**src/rtl/branch_pkg.sv**
```systemverilog
// Shared definitions for the branch prediction controller: resolve-op
// encodings, the counter reset value and the conditional-op classifier.
package branch_pkg;

    typedef enum logic [2:0] {
        BR_NONE = 3'd0,
        BR_EQ   = 3'd1,
        BR_NE   = 3'd2,
        BR_JUMP = 3'd3,
        BR_LTZ  = 3'd4,
        BR_GEZ  = 3'd5
    } br_op_e;

    // Weakly not-taken: the value just below the taken/not-taken midpoint.
    function automatic int unsigned ctr_reset_val(input int unsigned ctr_w);
        return (32'd1 << (ctr_w - 1)) - 32'd1;
    endfunction

    // Conditional branches are the only ops that train the predictor.
    function automatic logic is_conditional(input logic [2:0] op);
        return (op == BR_EQ) || (op == BR_NE) || (op == BR_LTZ) || (op == BR_GEZ);
    endfunction

endpackage

```
**src/rtl/sat_counter_table.sv**
```systemverilog
// Table of saturating direction counters. One combinational read port with
// write-first bypass (a read of the entry being written this cycle returns
// the post-update value) and one saturating increment/decrement write port.
module sat_counter_table
    import branch_pkg::*;
#(
    parameter int INDEX_W = 6,
    parameter int CTR_W   = 2
) (
    input  logic               clk,
    input  logic               rst_n,
    input  logic [INDEX_W-1:0] rd_index,
    output logic [CTR_W-1:0]   rd_ctr,
    input  logic               wr_en,
    input  logic [INDEX_W-1:0] wr_index,
    input  logic               wr_taken
);

    localparam int DEPTH = 1 << INDEX_W;
    localparam logic [CTR_W-1:0] CTR_RST = CTR_W'(ctr_reset_val(CTR_W));
    localparam logic [CTR_W-1:0] CTR_MAX = '1;

    function automatic logic [CTR_W-1:0] sat_step(input logic [CTR_W-1:0] c, input logic up);
        if (up) begin
            return (c == CTR_MAX) ? c : c + CTR_W'(1);
        end
        return (c == '0) ? c : c - CTR_W'(1);
    endfunction

    logic [CTR_W-1:0] ctr_q [DEPTH];
    logic [CTR_W-1:0] ctr_d [DEPTH];
    logic [CTR_W-1:0] wr_val;

    // Post-update value of the entry addressed by the write port.
    always_comb begin
        wr_val = sat_step(ctr_q[wr_index], wr_taken);
    end

    // Next-state of the whole array: only the written entry changes.
    always_comb begin
        ctr_d = ctr_q;
        if (wr_en) begin
            ctr_d[wr_index] = wr_val;
        end
    end

    // Read port with write-first bypass.
    always_comb begin
        rd_ctr = (wr_en && (wr_index == rd_index)) ? wr_val : ctr_q[rd_index];
    end

    // Counter storage; reset puts every entry at weakly not-taken.
    always_ff @(posedge clk or negedge rst_n) begin
        if (!rst_n) begin
            for (int i = 0; i < DEPTH; i++) begin
                ctr_q[i] <= CTR_RST;
            end
        end else begin
            ctr_q <= ctr_d;
        end
    end

endmodule

```
**src/rtl/branch_predict_ctrl.sv**
```systemverilog
// Branch resolve / predict controller. Resolves EX-stage branch outcomes,
// predicts conditional branches at fetch from a saturating-counter table,
// and raises a registered one-cycle mispredict pulse for flush logic.
// Optional build macro BRANCH_PREDICT_GSHARE_EN: XOR a non-speculative
// global history register into the lookup index (gshare).
module branch_predict_ctrl
    import branch_pkg::*;
#(
    parameter int INDEX_W = 6,
    parameter int PC_W    = 32,
    parameter int CTR_W   = 2,
    parameter int STAT_W  = 16
) (
    input  logic               clk,
    input  logic               rst_n,
    input  logic               lookup_valid,
    input  logic [PC_W-1:0]    lookup_pc,
    output logic               pred_valid,
    output logic               pred_taken,
    output logic [INDEX_W-1:0] pred_index,
    input  logic               res_valid,
    input  logic [2:0]         res_op,
    input  logic               res_alu_zero,
    input  logic               res_alu_neg,
    input  logic [INDEX_W-1:0] res_index,
    input  logic               res_pred_taken,
    output logic               branch,
    output logic               mispredict,
    input  logic               stat_clr,
    output logic [STAT_W-1:0]  stat_branches,
    output logic [STAT_W-1:0]  stat_mispredicts
);

    function automatic logic [STAT_W-1:0] sat_inc(input logic [STAT_W-1:0] v);
        return (v == '1) ? v : v + STAT_W'(1);
    endfunction

    logic [INDEX_W-1:0] pc_index;
    logic [INDEX_W-1:0] lookup_index;
    logic [CTR_W-1:0]   rd_ctr;
    logic               cond_res;
    logic               resolves_flow;

    logic               pred_valid_q, pred_valid_d;
    logic               pred_taken_q, pred_taken_d;
    logic [INDEX_W-1:0] pred_index_q, pred_index_d;
    logic               mispredict_q, mispredict_d;
    logic [STAT_W-1:0]  stat_br_q, stat_br_d;
    logic [STAT_W-1:0]  stat_mp_q, stat_mp_d;

    // PC bits outside the index field do not affect prediction.
    logic unused_pc;
    assign unused_pc = ^{lookup_pc[PC_W-1:INDEX_W+2], lookup_pc[1:0]};

    assign pc_index = lookup_pc[INDEX_W+1:2];

`ifdef BRANCH_PREDICT_GSHARE_EN
    logic [INDEX_W-1:0] ghr_q, ghr_d;

    // History shifts in the actual outcome of each conditional resolve.
    always_comb begin
        ghr_d = cond_res ? {ghr_q[INDEX_W-2:0], branch} : ghr_q;
    end

    // Global history register, updated on the same edge as the counter.
    always_ff @(posedge clk or negedge rst_n) begin
        if (!rst_n) begin
            ghr_q <= '0;
        end else begin
            ghr_q <= ghr_d;
        end
    end

    assign lookup_index = pc_index ^ ghr_q;
`else
    assign lookup_index = pc_index;
`endif

    // Actual outcome of the instruction presented by EX.
    always_comb begin
        branch = 1'b0;
        if (res_valid) begin
            case (res_op)
                BR_EQ:   branch = res_alu_zero;
                BR_NE:   branch = !res_alu_zero;
                BR_JUMP: branch = 1'b1;
                BR_LTZ:  branch = res_alu_neg;
                BR_GEZ:  branch = !res_alu_neg;
                default: branch = 1'b0;
            endcase
        end
    end

    assign cond_res      = res_valid && is_conditional(res_op);
    assign resolves_flow = cond_res || (res_valid && (res_op == BR_JUMP));

    sat_counter_table #(
        .INDEX_W (INDEX_W),
        .CTR_W   (CTR_W)
    ) u_table (
        .clk      (clk),
        .rst_n    (rst_n),
        .rd_index (lookup_index),
        .rd_ctr   (rd_ctr),
        .wr_en    (cond_res),
        .wr_index (res_index),
        .wr_taken (branch)
    );

    // Next-state for prediction, mispredict pulse and statistics.
    always_comb begin
        pred_valid_d = lookup_valid;
        pred_taken_d = lookup_valid ? rd_ctr[CTR_W-1] : pred_taken_q;
        pred_index_d = lookup_valid ? lookup_index : pred_index_q;
        mispredict_d = resolves_flow && (branch != res_pred_taken);

        stat_br_d = stat_br_q;
        stat_mp_d = stat_mp_q;
        if (stat_clr) begin
            stat_br_d = '0;
            stat_mp_d = '0;
        end else if (cond_res) begin
            stat_br_d = sat_inc(stat_br_q);
            if (branch != res_pred_taken) begin
                stat_mp_d = sat_inc(stat_mp_q);
            end
        end
    end

    // Registered outputs; reset drops any pending mispredict.
    always_ff @(posedge clk or negedge rst_n) begin
        if (!rst_n) begin
            pred_valid_q <= 1'b0;
            pred_taken_q <= 1'b0;
            pred_index_q <= '0;
            mispredict_q <= 1'b0;
            stat_br_q    <= '0;
            stat_mp_q    <= '0;
        end else begin
            pred_valid_q <= pred_valid_d;
            pred_taken_q <= pred_taken_d;
            pred_index_q <= pred_index_d;
            mispredict_q <= mispredict_d;
            stat_br_q    <= stat_br_d;
            stat_mp_q    <= stat_mp_d;
        end
    end

    assign pred_valid       = pred_valid_q;
    assign pred_taken       = pred_taken_q;
    assign pred_index       = pred_index_q;
    assign mispredict       = mispredict_q;
    assign stat_branches    = stat_br_q;
    assign stat_mispredicts = stat_mp_q;

endmodule

```
**config.mk**
```make
export PLATFORM = sky130hd
export DESIGN_NAME = branch_predict_ctrl
export DESIGN_NICKNAME = d
export VERILOG_FILES = /design/src/rtl/branch_pkg.sv /design/src/rtl/sat_counter_table.sv /design/src/rtl/branch_predict_ctrl.sv
export SDC_FILE = /design/constraint.sdc
export NUM_CORES = 1
export LEC_CHECK = 0
export CAP_MARGIN = 5
export CORE_ASPECT_RATIO = 1.4
export CORE_MARGIN = 2
export CORE_UTILIZATION = 40
export CTS_CLUSTER_DIAMETER = 30
export DETAILED_ROUTE_END_ITERATION = 10
export GPL_ROUTABILITY_DRIVEN = 0
export HOLD_SLACK_MARGIN = 0.05
export SYNTH_ARGS = -nofsm -noshare
export SYNTH_HDL_FRONTEND = slang
export SYNTH_SLANG_ARGS = --single-unit
```
**constraint.sdc**
```tcl
create_clock -name clk -period 3.1 [get_ports clk]
set_clock_uncertainty 0.1 [all_clocks]
set_input_delay 0.465 -clock clk [delete_from_list [all_inputs] [get_ports clk]]
set_output_delay 0.465 -clock clk [all_outputs]
set_load 0.02 [all_outputs]
```
==> load_flow_metrics.sql, run 1 <==
INSERT INTO impl_metrics (metric_group, metric, value, unit) VALUES
('timing', 'timing.final.setup_violations', '0', ''),
('die', 'design.die.area', '23600', 'um^2'),
('clock_network', 'tritoncts', 'done', ''),
('timing', 'timing.slew.headroom', '0.445', ''),
('hold_path', 'hold_path.startpoint', 'u_table.ctr_q[115]', ''),
('global_routing', 'globalRouteOverflowTotal', '0', ''),
('timing', 'final_min_period_over_clock_period', '0.932', ''),
('cells_and_area', 'area_occupied_by_registers', '4310', 'um^2'),
('yosys', 'ys_seq_elements', '169', ''),
('die', 'row_count', '64', ''),
('hold_path', 'hp-class', 'flop to flop', ''),
('setup_path', 'arrival', '3.16', 'ns'),
('yosys', 'synthesis.instances', '798', ''),
('yosys', 'synth-edff-count', '0', ''),
('yosys', 'synth-warning-count', '0', ''),
('timing', 'timing.final.hold_violations', '0', ''),
('cells_and_area', 'diodes', '0', ''),
('die', 'boundaryPins', '91', ''),
('placement', 'total_placed_cells_including_tap_cells', '1200', ''),
('cells_and_area', 'final-instance-count-excl-fill', '1233', ''),
('global_routing', 'first_global_vias', '6743', ''),
('global_routing', 'antenna_found_initial', '0', ''),
('die', 'core', '21900', 'um^2'),
('clock_network', 'cts_max_path_buffers', '2', ''),
('clock_network', 'clock_insertion_delay_worst_skew', '0.45', 'ns'),
('timing', 'tns', '0', 'ns'),
('cells_and_area', 'nets_final', '974', ''),
('detailed_routing', 'dr.first_iter.drc_count', '319', ''),
('yosys', 'synth.yosys.seq_area_share', '0.481', ''),
('detailed_routing', 'detailroute.via_count', '6653', ''),
('setup_path', 'regToRegStartpoint', 'u_table.ctr_q[61]', ''),
('timing', 'grt_setup_unrepaired', 'no', ''),
('clock_network', 'post_cts_setup_driven_buffer_insertion_count', '0', ''),
('yosys', 'synth_fp_nets', '849', ''),
('yosys', 'synth-main-ff-cell', 'sky130_fd_sc_hd__dfrtp_1', ''),
('hold_path', 'hold_end', 'u_table.ctr_q[115]', ''),
('detailed_routing', 'drt_drc_violations_left', '0', ''),
('placement', 'placed_instance_area', '10500', 'um^2'),
('cells_and_area', 'final_layout_size_suffix_gt1_frac', '0.338', ''),
('setup_path', 'critical_path_class', 'input port to flop', ''),
('power', 'p_total', '5.30', 'mW'),
('placement', 'place_hpwl', '16600', 'um'),
('setup_path', 'critical_path.endpoint_type', 'flop', ''),
('placement', 'numPortBuffers', '64', ''),
('cells_and_area', 'fillerInstances', '2029', ''),
('timing', 'final_period_minus_worst_setup_slack', '2.89', 'ns'),
('detailed_routing', 'wl_per_cell', '18.9', 'um'),
('die', 'die-height', '181', 'um'),
('outcome', 'run_status', 'finished, final reports clean', ''),
('clock_network', 'root_buffer', 'sky130_fd_sc_hd__clkbuf_16', ''),
('setup_path', 'timing.critical_path.slowest_cell_delay', '0.55', 'ns'),
('yosys', 'ys_types', '58', ''),
('setup_path', 'path_max_fanout', '35', ''),
('global_routing', 'grt_max_degree', '73', ''),
('setup_path', 'worstPathRequired', '3.37', 'ns'),
('clock_network', 'htree_num_levels', '4', ''),
('cells_and_area', 'finalCoreUtilization', '0.506', ''),
('cells_and_area', 'final_area', '11100', 'um^2'),
('detailed_routing', 'ant_nets', '0', ''),
('clock_network', 'cts_made_buffers', '17', ''),
('timing', 'max_clock_freq', '0.346', 'GHz'),
('setup_path', 'path_cells', 'clkbuf_4 > buf_12 > mux4_2 > a221oi_1 > nor2_1 > a2111oi_4 > nand2_1 > maj3_2 > buf_12 > mux2_2', ''),
('setup_path', 'regToRegEndpoint', 'u_table.ctr_q[86]', ''),
('die', 'effective_utilization_at_floorplan', '0.409', ''),
('detailed_routing', 'routed_wl', '23300', 'um'),
('yosys', 'synth-async-reset-ratio', '1.00', ''),
('yosys', 'synth.top_cells.by_area', 'sky130_fd_sc_hd__dfrtp_1, sky130_fd_sc_hd__dfstp_2, sky130_fd_sc_hd__mux4_2, sky130_fd_sc_hd__mux2_2, sky130_fd_sc_hd__nand2_1', ''),
('detailed_routing', 'firstDrtPassIters', '4', ''),
('timing', 'finalMaxSlewViolations', '0', ''),
('setup_path', 'critPathLaunchType', 'input port', ''),
('cells_and_area', 'multi_input_area', '4370', 'um^2');
## layout make-up
class	count	area share
clock buffer	18	0.0387
clock inverter	14	0.0123
inverter	7	0.00237
multi-input combinational	573	0.394
sequential	169	0.388
tap	297	0.0335
timing repair buffer	155	0.131
## worst max path at each step
stage / startpoint / to / slack, ns / depth (start not counted)
floorplan: res_index[1] / u_table.ctr_q[101] / 0.20 / 11
global placement: res_index[0] / pred_taken / -0.26 / 13
detailed placement: res_index[2] / pred_taken / -0.29 / 12
CTS: u_table.ctr_q[61] / u_table.ctr_q[86] / 0.17 / 8
finish: res_index[0] / u_table.ctr_q[86] / 0.21 / 10
global route: res_index[2] / u_table.ctr_q[81] / 0.007 / 11
## kinds of logic (layout without fill, tap and decap cells)
group                      Yosys count  count (layout)  share of synthesized area
and+or+nand+nor                    279             279                      0.146
DFF                                169             169                      0.481
muxes                              133             133                      0.220
AOI/OAI and AO/OA                  126             126                     0.0846
buffers and inverters               56             194                     0.0334
xor gates and xnor gates            31              31                     0.0303
adders and majority gates            4               4                    0.00530
## routing by layer
layer / share of wire / track usage
met3: 0.051 / 0.0459
met1: 0.43 / 0.269
met2: 0.49 / 0.337
met4: 0.033 / 0.0851
met5: 0 / 0
## power by group
group,switching (mW),internal (mW)
sequential,0.0909,2.39
combinational,0.375,0.362
clock,0.961,1.12
## registers in the layout (all words and copies together), names as in the netlist
name / flops
pred_index: 6
stat_branches: 16
u_table.ctr_q: 128
pred_taken: 1
mispredict: 1
pred_valid: 1
stat_mispredicts: 16
## cell usage in the layout (no fill, tap or decap), types with 11 or more instances in the layout
| cell type | n |
|---|---|
| sky130_fd_sc_hd__clkbuf_16 | 17 |
| sky130_fd_sc_hd__mux4_2 | 39 |
| sky130_fd_sc_hd__and3_1 | 13 |
| sky130_fd_sc_hd__nor2_1 | 60 |
| sky130_fd_sc_hd__buf_12 | 11 |
| sky130_fd_sc_hd__xnor2_1 | 11 |
| sky130_fd_sc_hd__nand2_1 | 128 |
| sky130_fd_sc_hd__dfstp_2 | 64 |
| sky130_fd_sc_hd__clkdlybuf4s50_1 | 61 |
| sky130_fd_sc_hd__xor2_1 | 20 |
| sky130_fd_sc_hd__o21ai_0 | 60 |
| sky130_fd_sc_hd__mux2i_1 | 14 |
| sky130_fd_sc_hd__mux2_2 | 68 |
| sky130_fd_sc_hd__dfrtp_1 | 105 |
| sky130_fd_sc_hd__a21oi_1 | 27 |
| sky130_fd_sc_hd__buf_4 | 79 |
## critical path, delay by kind of cell
kind	cells	cell delay, ns
multiplexers	2	0.83
AO/OA/AOI/OAI	2	0.64
buffers and inverters	3	0.57
adder cells (fa/ha/maj)	1	0.37
AND/OR/NAND/NOR	2	0.27
## timing repair
| item | CTS | global route |
|---|---|---|
| resized for setup | 0 | 4 |
| endpoints found under the hold margin | 40 | 0 |
| setup endpoints to repair | 0 | 17 |
| hold buffers | 1 | 0 |
Power figures use the tool's default switching activity.
==> run 2, diff against run 1 <==
- CORE_ASPECT_RATIO: 1.4 -> 0.5
- REMOVE_ABC_BUFFERS: not set -> 1
==> run 2 against run 1 <==
Cell count is 0.49% higher. Non-clock buffer count is 3 higher. Critical path depth is 5 lower. Fmax is 3.8% lower. Routed wire length is 3.6% higher. Global-route usage is 0.63 points higher. Largest cell class unchanged. Clock power is 8% higher. Die area is 0.24% higher. Register-to-register slack worse by 0.02 ns. Sequential power hardly changed.
==> load_flow_metrics.sql, run 2 (synthesis gave the netlist of run 1 again) <==
INSERT INTO impl_metrics (metric_group, metric, value, unit) VALUES
('timing', 'timing.final.hold_violations', '0', ''),
('timing', 'final_period_minus_worst_setup_slack', '3.00', 'ns'),
('die', 'die-height', '110', 'um'),
('cells_and_area', 'max_reg_flops', '128', ''),
('timing', 'timing.final.setup_violations', '0', ''),
('clock_network', 'root_buffer', 'sky130_fd_sc_hd__clkbuf_16', ''),
('die', 'effective_utilization_at_floorplan', '0.411', ''),
('setup_path', 'worstPathRequired', '2.53', 'ns'),
('setup_path', 'rr_worst_depth', '8', ''),
('cells_and_area', 'diodes', '0', ''),
('setup_path', 'minimum_setup_slack_among_reg_to_reg_paths', '0.20', 'ns'),
('global_routing', 'total_routing_usage_gr', '0.214', ''),
('clock_network', 'tritoncts', 'done', ''),
('timing', 'final_setup_margin', '0.0965', 'ns'),
('clock_network', 'htree_num_levels', '4', ''),
('setup_path', 'arrival', '2.44', 'ns'),
('timing', 'timing_worst_slew_pin_value', '0.921', 'ns'),
('detailed_routing', 'detailroute.via_count', '6821', ''),
('placement', 'place_hpwl', '16800', 'um'),
('power', 'vdd_drop_max', '0.344', 'mV'),
('clock_network', 'clk_pin_slew_worst_paths', '0.06', 'ns'),
('global_routing', 'grt_max_degree', '94', ''),
('setup_path', 'critical_path_class', 'input port to primary output', ''),
('global_routing', 'antenna_found_initial', '0', ''),
('setup_path', 'path_max_fanout', '4', ''),
('cells_and_area', 'final-instance-count-excl-fill', '1239', ''),
('global_routing', 'first_global_vias', '6821', ''),
('detailed_routing', 'drt_drc_violations_left', '0', ''),
('setup_path', 'regToRegEndpoint', 'u_table.ctr_q[82]', ''),
('setup_path', 'regToRegStartpoint', 'u_table.ctr_q[61]', ''),
('cells_and_area', 'multi_input_area', '4360', 'um^2'),
('cells_and_area', 'final_cell_mix', 'sky130_fd_sc_hd__nand2_1, sky130_fd_sc_hd__dfrtp_1, sky130_fd_sc_hd__buf_4', ''),
('detailed_routing', 'ant_nets', '0', ''),
('cells_and_area', 'nets_final', '977', ''),
('die', 'core', '21800', 'um^2'),
('cells_and_area', 'final_common_cell', 'sky130_fd_sc_hd__nand2_1', ''),
('global_routing', 'grt_first_pass_wirelength', '38400', 'um'),
('power', 'leakage', '4.63', 'nW'),
('clock_network', 'cts_max_path_buffers', '2', ''),
('detailed_routing', 'detail_route.vias_per_cell', '5.51', ''),
('hold_path', 'hp-class', 'flop to flop', ''),
('setup_path', 'critPathLaunchType', 'input port', ''),
('timing', 'final_min_period_over_clock_period', '0.969', ''),
('die', 'row_count', '38', ''),
('die', 'design.die.area', '23700', 'um^2'),
('placement', 'dpl_worst_slack', '-0.355', 'ns'),
('power', 'power_per_cell_area', '490', 'nW/um^2'),
('cells_and_area', 'area_growth_syn_to_layout', '24.7', '%'),
('hold_path', 'whs_path_depth', '2', ''),
('global_routing', 'globalRouteOverflowTotal', '0', ''),
('timing', 'timing.slew.headroom', '0.384', ''),
('timing', 'finalMaxSlewViolations', '0', ''),
('job', 'drv.max_cap_violation_count', '0', ''),
('clock_network', 'clock_insertion_delay_worst_skew', '0.44', 'ns'),
('placement', 'total_placed_cells_including_tap_cells', '1206', ''),
('placement', 'numPortBuffers', '64', ''),
('setup_path', 'endpoint', 'branch', ''),
('cells_and_area', 'registers.top_by_ff_count', 'u_table.ctr_q', ''),
('detailed_routing', 'firstDrtPassIters', '5', ''),
('clock_network', 'cts_made_buffers', '17', ''),
('timing', 'grt_setup_unrepaired', 'no', ''),
('outcome', 'run_status', 'finished, final reports clean', ''),
('detailed_routing', 'wl_per_cell', '19.5', 'um'),
('timing', 'max_clock_freq', '0.333', 'GHz'),
('detailed_routing', 'routed_wl', '24100', 'um'),
('cells_and_area', 'fillerInstances', '1922', ''),
('die', 'die_width', '216', 'um'),
('die', 'boundaryPins', '91', ''),
('detailed_routing', 'dr.first_iter.drc_count', '423', ''),
('setup_path', 'critical_path.endpoint_type', 'primary output', ''),
('setup_path', 'critical_path.startpoint', 'res_op[0]', ''),
('cells_and_area', 'final_layout_size_suffix_gt1_frac', '0.338', ''),
('clock_network', 'clkSinkCount', '169', ''),
('cells_and_area', 'area_occupied_by_registers', '4310', 'um^2');
==> run 2: cell count changes in the layout (fill, tap and decap cells not counted), moves of 2 or more <==
cell                         previous run  this run
sky130_fd_sc_hd__clkbuf_8               0         3
sky130_fd_sc_hd__bufinv_16              1         3
sky130_fd_sc_hd__clkinvlp_4             5         3
sky130_fd_sc_hd__clkinv_2               1         3
sky130_fd_sc_hd__inv_6                  5         0
sky130_fd_sc_hd__buf_4                 79        81
==> run 2: per-layer routing <==
metal,vias up,routed length (um),track usage
li1,3132,-,-
met1,3475,11700,0.303
met2,189,10800,0.330
met3,25,1260,0.0481
met4,0,382,0.0665
met5,-,0,0
==> run 2: layout make-up <==
class	count	area share
repair buffers	158	0.134
clock inverters	11	0.0130
well taps	300	0.0336
flip-flops and latches	169	0.386
inverters	7	0.00235
clock buffers	21	0.0421
multi-input cells	573	0.390
==> run 2: how the worst min path moves through the flow <==
| stage | start | end | slack, ns |
|---|---|---|---|
| 5_1_grt | pred_index[5] | pred_index[5] | 0.43 |
| 2_1_floorplan | rst_n | mispredict | 0.07 |
| 6_report | u_table.ctr_q[27] | u_table.ctr_q[27] | 0.40 |
| 3_5_place_dp | rst_n | stat_branches[8] | 0.32 |
| 4_1_cts | u_table.ctr_q[27] | u_table.ctr_q[27] | 0.41 |
| 3_3_place_gp | rst_n | stat_branches[8] | 0.31 |
==> run 2: per-stage QoR <==
stage          utilization  hold slack (ns)  cell area, um^2  total power, mW  setup TNS (ns)
5_1_grt              0.512            0.428            11200             5.70               0
3_5_place_dp         0.483            0.321            10500             3.27          -37.69
4_1_cts              0.512            0.406            11200             5.52               0
6_report             0.512            0.397            11200             5.48               0
2_1_floorplan            -           0.0694             8690             2.85               0
3_3_place_gp         0.483            0.310            10500             3.25          -38.02
==> run 2: where the power goes <==
part | internal [mW] | total [mW] | switching [mW]
registers | 2.39 | 2.48 | 0.0885
logic | 0.368 | 0.757 | 0.388
clock network | 1.33 | 2.24 | 0.913
total | 4.09 | 5.48 | 1.39
==> run 2: what timing repair did <==
| action | 4_1_cts | 5_1_grt |
|---|---|---|
| hold endpoints to repair | 34 | 0 |
| hold buffers | 1 | 0 |
| setup buffers | 0 | 0 |
| resized for setup | 0 | 1 |
| endpoints found under the setup margin | 0 | 35 |
==> run 2: critical path, stage by stage <==
cell and delay [ns]:
sky130_fd_sc_hd__clkdlybuf4s50_1 0.48, sky130_fd_sc_hd__xnor2_1 0.15, sky130_fd_sc_hd__o21ai_0 0.26, sky130_fd_sc_hd__and3_1 0.40
sky130_fd_sc_hd__clkdlybuf4s50_1 0.67
==> run 3, diff against run 2 <==
- GPL_TIMING_DRIVEN: not set -> 0
==> run 3 against run 2 <==
Setup slack got worse by 0.073 ns. Register-to-register slack got worse by 0.11 ns. Total power fell by 0.14%. Fmax fell by 2.4%. Cell count fell by 6.2%. Critical path type is now input port to flop. Largest cell class unchanged. Largest power group unchanged.
==> load_flow_metrics.sql, run 3 (synthesis gave the netlist of run 1 again) <==
INSERT INTO impl_metrics (metric_group, metric, value, unit) VALUES
('outcome', 'run_status', 'finished, final reports clean', ''),
('setup_path', 'rr_worst_depth', '7', ''),
('cells_and_area', 'diodes', '0', ''),
('global_routing', 'globalRouteOverflowTotal', '0', ''),
('die', 'effective_utilization_at_floorplan', '0.411', ''),
('detailed_routing', 'wl_per_cell', '21.7', 'um'),
('detailed_routing', 'routed_wl', '25200', 'um'),
('clock_network', 'tritoncts', 'done', ''),
('die', 'boundaryPins', '91', ''),
('clock_network', 'clk_pin_slew_worst_paths', '0.07', 'ns'),
('die', 'die_width', '216', 'um'),
('power', 'pwr-share-seq', '0.453', ''),
('global_routing', 'antenna_found_initial', '1', ''),
('global_routing', 'grt_max_degree', '121', ''),
('timing', 'timing.final.setup_violations', '0', ''),
('clock_network', 'cts_max_path_buffers', '2', ''),
('placement', 'place_hpwl', '14700', 'um'),
('power', 'vdd_drop_max', '0.387', 'mV'),
('timing', 'timing.slew.headroom', '0.195', ''),
('timing', 'timing_worst_slew_pin_value', '1.21', 'ns'),
('placement', 'numPortBuffers', '64', ''),
('power', 'combPwrFrac', '0.133', ''),
('detailed_routing', 'dr.first_iter.drc_count', '410', ''),
('detailed_routing', 'ant_nets', '0', ''),
('power', 'leakage', '4.25', 'nW'),
('timing', 'max_clock_freq', '0.325', 'GHz'),
('cells_and_area', 'registers.top_by_ff_count', 'u_table.ctr_q', ''),
('cells_and_area', 'nets_final', '900', ''),
('setup_path', 'critical_path_class', 'input port to flop', ''),
('cells_and_area', 'final_common_cell', 'sky130_fd_sc_hd__nand2_1', ''),
('setup_path', 'timing.critical_path.slowest_cell_delay', '0.52', 'ns'),
('setup_path', 'crit_path_top_delay_cell', 'sky130_fd_sc_hd__maj3_4', ''),
('cells_and_area', 'final_cell_mix', 'sky130_fd_sc_hd__nand2_1, sky130_fd_sc_hd__dfrtp_1, sky130_fd_sc_hd__mux2_2', ''),
('setup_path', 'arrival', '3.34', 'ns'),
('setup_path', 'endpoint', 'u_table.ctr_q[22]', ''),
('power', 'power.internal', '4.02', 'mW'),
('power', 'switching_share', '0.265', ''),
('placement', 'placed_instance_area', '9850', 'um^2'),
('clock_network', 'cts_made_buffers', '17', ''),
('setup_path', 'worstPathRequired', '3.36', 'ns'),
('hold_path', 'hp-class', 'input port to asynchronous set/reset pin', ''),
('placement', 'dpl_worst_slack', '-1.63', 'ns'),
('timing', 'finalMaxSlewViolations', '0', ''),
('detailed_routing', 'firstDrtPassIters', '5', ''),
('clock_network', 'clock_insertion_delay_worst_skew', '0.44', 'ns'),
('detailed_routing', 'detailroute.via_count', '6722', ''),
('timing', 'final_min_period_over_clock_period', '0.992', ''),
('setup_path', 'minimum_setup_slack_among_reg_to_reg_paths', '0.09', 'ns'),
('setup_path', 'critical_path.startpoint', 'res_index[2]', ''),
('global_routing', 'total_routing_usage_gr', '0.217', ''),
('setup_path', 'critical_path.endpoint_type', 'flop', ''),
('power', 'power_per_cell_area', '512', 'nW/um^2'),
('cells_and_area', 'area_growth_syn_to_layout', '19.3', '%'),
('cells_and_area', 'finalCoreUtilization', '0.490', ''),
('setup_path', 'path_cells', 'clkdlybuf4s15_2 > buf_16 > nand2b_1 > o22ai_1 > o21ai_1 > a2111oi_4 > nand2_2 > maj3_4 > mux2_2', ''),
('power', 'power.net_switching', '1.45', 'mW'),
('timing', 'grt_setup_unrepaired', 'no', ''),
('die', 'die-height', '110', 'um'),
('job', 'drv.max_cap_violation_count', '0', ''),
('detailed_routing', 'drt_drc_violations_left', '0', ''),
('cells_and_area', 'final_layout_size_suffix_gt1_frac', '0.305', ''),
('timing', 'final_period_minus_worst_setup_slack', '3.08', 'ns'),
('clock_network', 'htree_num_levels', '4', ''),
('timing', 'tns', '0', 'ns'),
('die', 'row_count', '38', ''),
('detailed_routing', 'detail_route.vias_per_cell', '5.78', ''),
('die', 'design.die.area', '23700', 'um^2'),
('power', 'clockPowerShare', '0.414', ''),
('clock_network', 'root_buffer', 'sky130_fd_sc_hd__clkbuf_16', ''),
('timing', 'fin_worst_hold_slack', '0.407', 'ns'),
('global_routing', 'grt_first_pass_wirelength', '38900', 'um'),
('clock_network', 'clkSinkCount', '169', ''),
('cells_and_area', 'max_reg_flops', '128', ''),
('placement', 'total_placed_cells_including_tap_cells', '1120', ''),
('timing', 'final_setup_margin', '0.0240', 'ns'),
('global_routing', 'first_global_vias', '6864', ''),
('cells_and_area', 'final-instance-count-excl-fill', '1162', ''),
('setup_path', 'regToRegStartpoint', 'u_table.ctr_q[56]', ''),
('setup_path', 'critPathLaunchType', 'input port', ''),
('setup_path', 'regToRegEndpoint', 'u_table.ctr_q[22]', ''),
('die', 'core', '21800', 'um^2'),
('setup_path', 'path_max_fanout', '19', ''),
('power', 'p_total', '5.47', 'mW'),
('cells_and_area', 'final_area', '10700', 'um^2'),
('timing', 'timing.final.hold_violations', '0', '');
-- run 3: worst min path at each step --
stage                          to          startpoint  slack, ns
2_1_floorplan          mispredict               rst_n       0.07
3_3_place_gp   u_table.ctr_q[117]  u_table.ctr_q[117]       0.38
3_5_place_dp     stat_branches[8]               rst_n       0.29
4_1_cts        u_table.ctr_q[105]  u_table.ctr_q[105]       0.40
5_1_grt             pred_index[2]       pred_index[2]       0.43
6_report         stat_branches[8]               rst_n       0.41
-- run 3: layout make-up --
| type | count | area [um^2] |
|---|---|---|
| Clock inverter | 13 | 168 |
| Clock buffer | 19 | 453 |
| Fill cell | 1923 | 11100 |
| Tap cell | 300 | 375 |
| Multi-Input combinational cell | 579 | 4530 |
| Sequential cell | 169 | 4310 |
| Timing Repair Buffer | 75 | 830 |
| Inverter | 7 | 30.0 |
-- run 3: critical path, delay by kind of cell --
family / cells / cell delay [ns]
muxes: 1 / 0.31
and+or+nand+nor: 2 / 0.44
buffers and inverters: 2 / 0.67
adders and majority gates: 1 / 0.52
AOI/OAI and AO/OA: 3 / 0.91
-- run 3: repair_timing --
item / 4_1_cts / 5_1_grt
buffers inserted: 2 / 0
endpoints found under the setup margin: 132 / 130
gates cloned: 6 / 1
hold buffers: 1 / 0
hold endpoints to repair: 21 / 0
resized for setup: 33 / 9
pin swaps: 4 / 4
-- run 3: power groups by stage --
stage	Sequential [mW]	Combinational, mW	Clock (mW)
floorplan	2.50	0.343	0
global placement	2.51	0.627	0
detailed placement	2.51	0.652	0
CTS	2.48	0.714	2.30
global route	2.49	0.779	2.40
finish	2.48	0.727	2.27
-- run 3: per-layer routing --
| layer | routed length, um | GRT usage |
|---|---|---|
| met1 | 11600 | 0.299 |
| met3 | 1580 | 0.0456 |
| met5 | 0 | 0 |
| met4 | 551 | 0.0768 |
| met2 | 11400 | 0.343 |
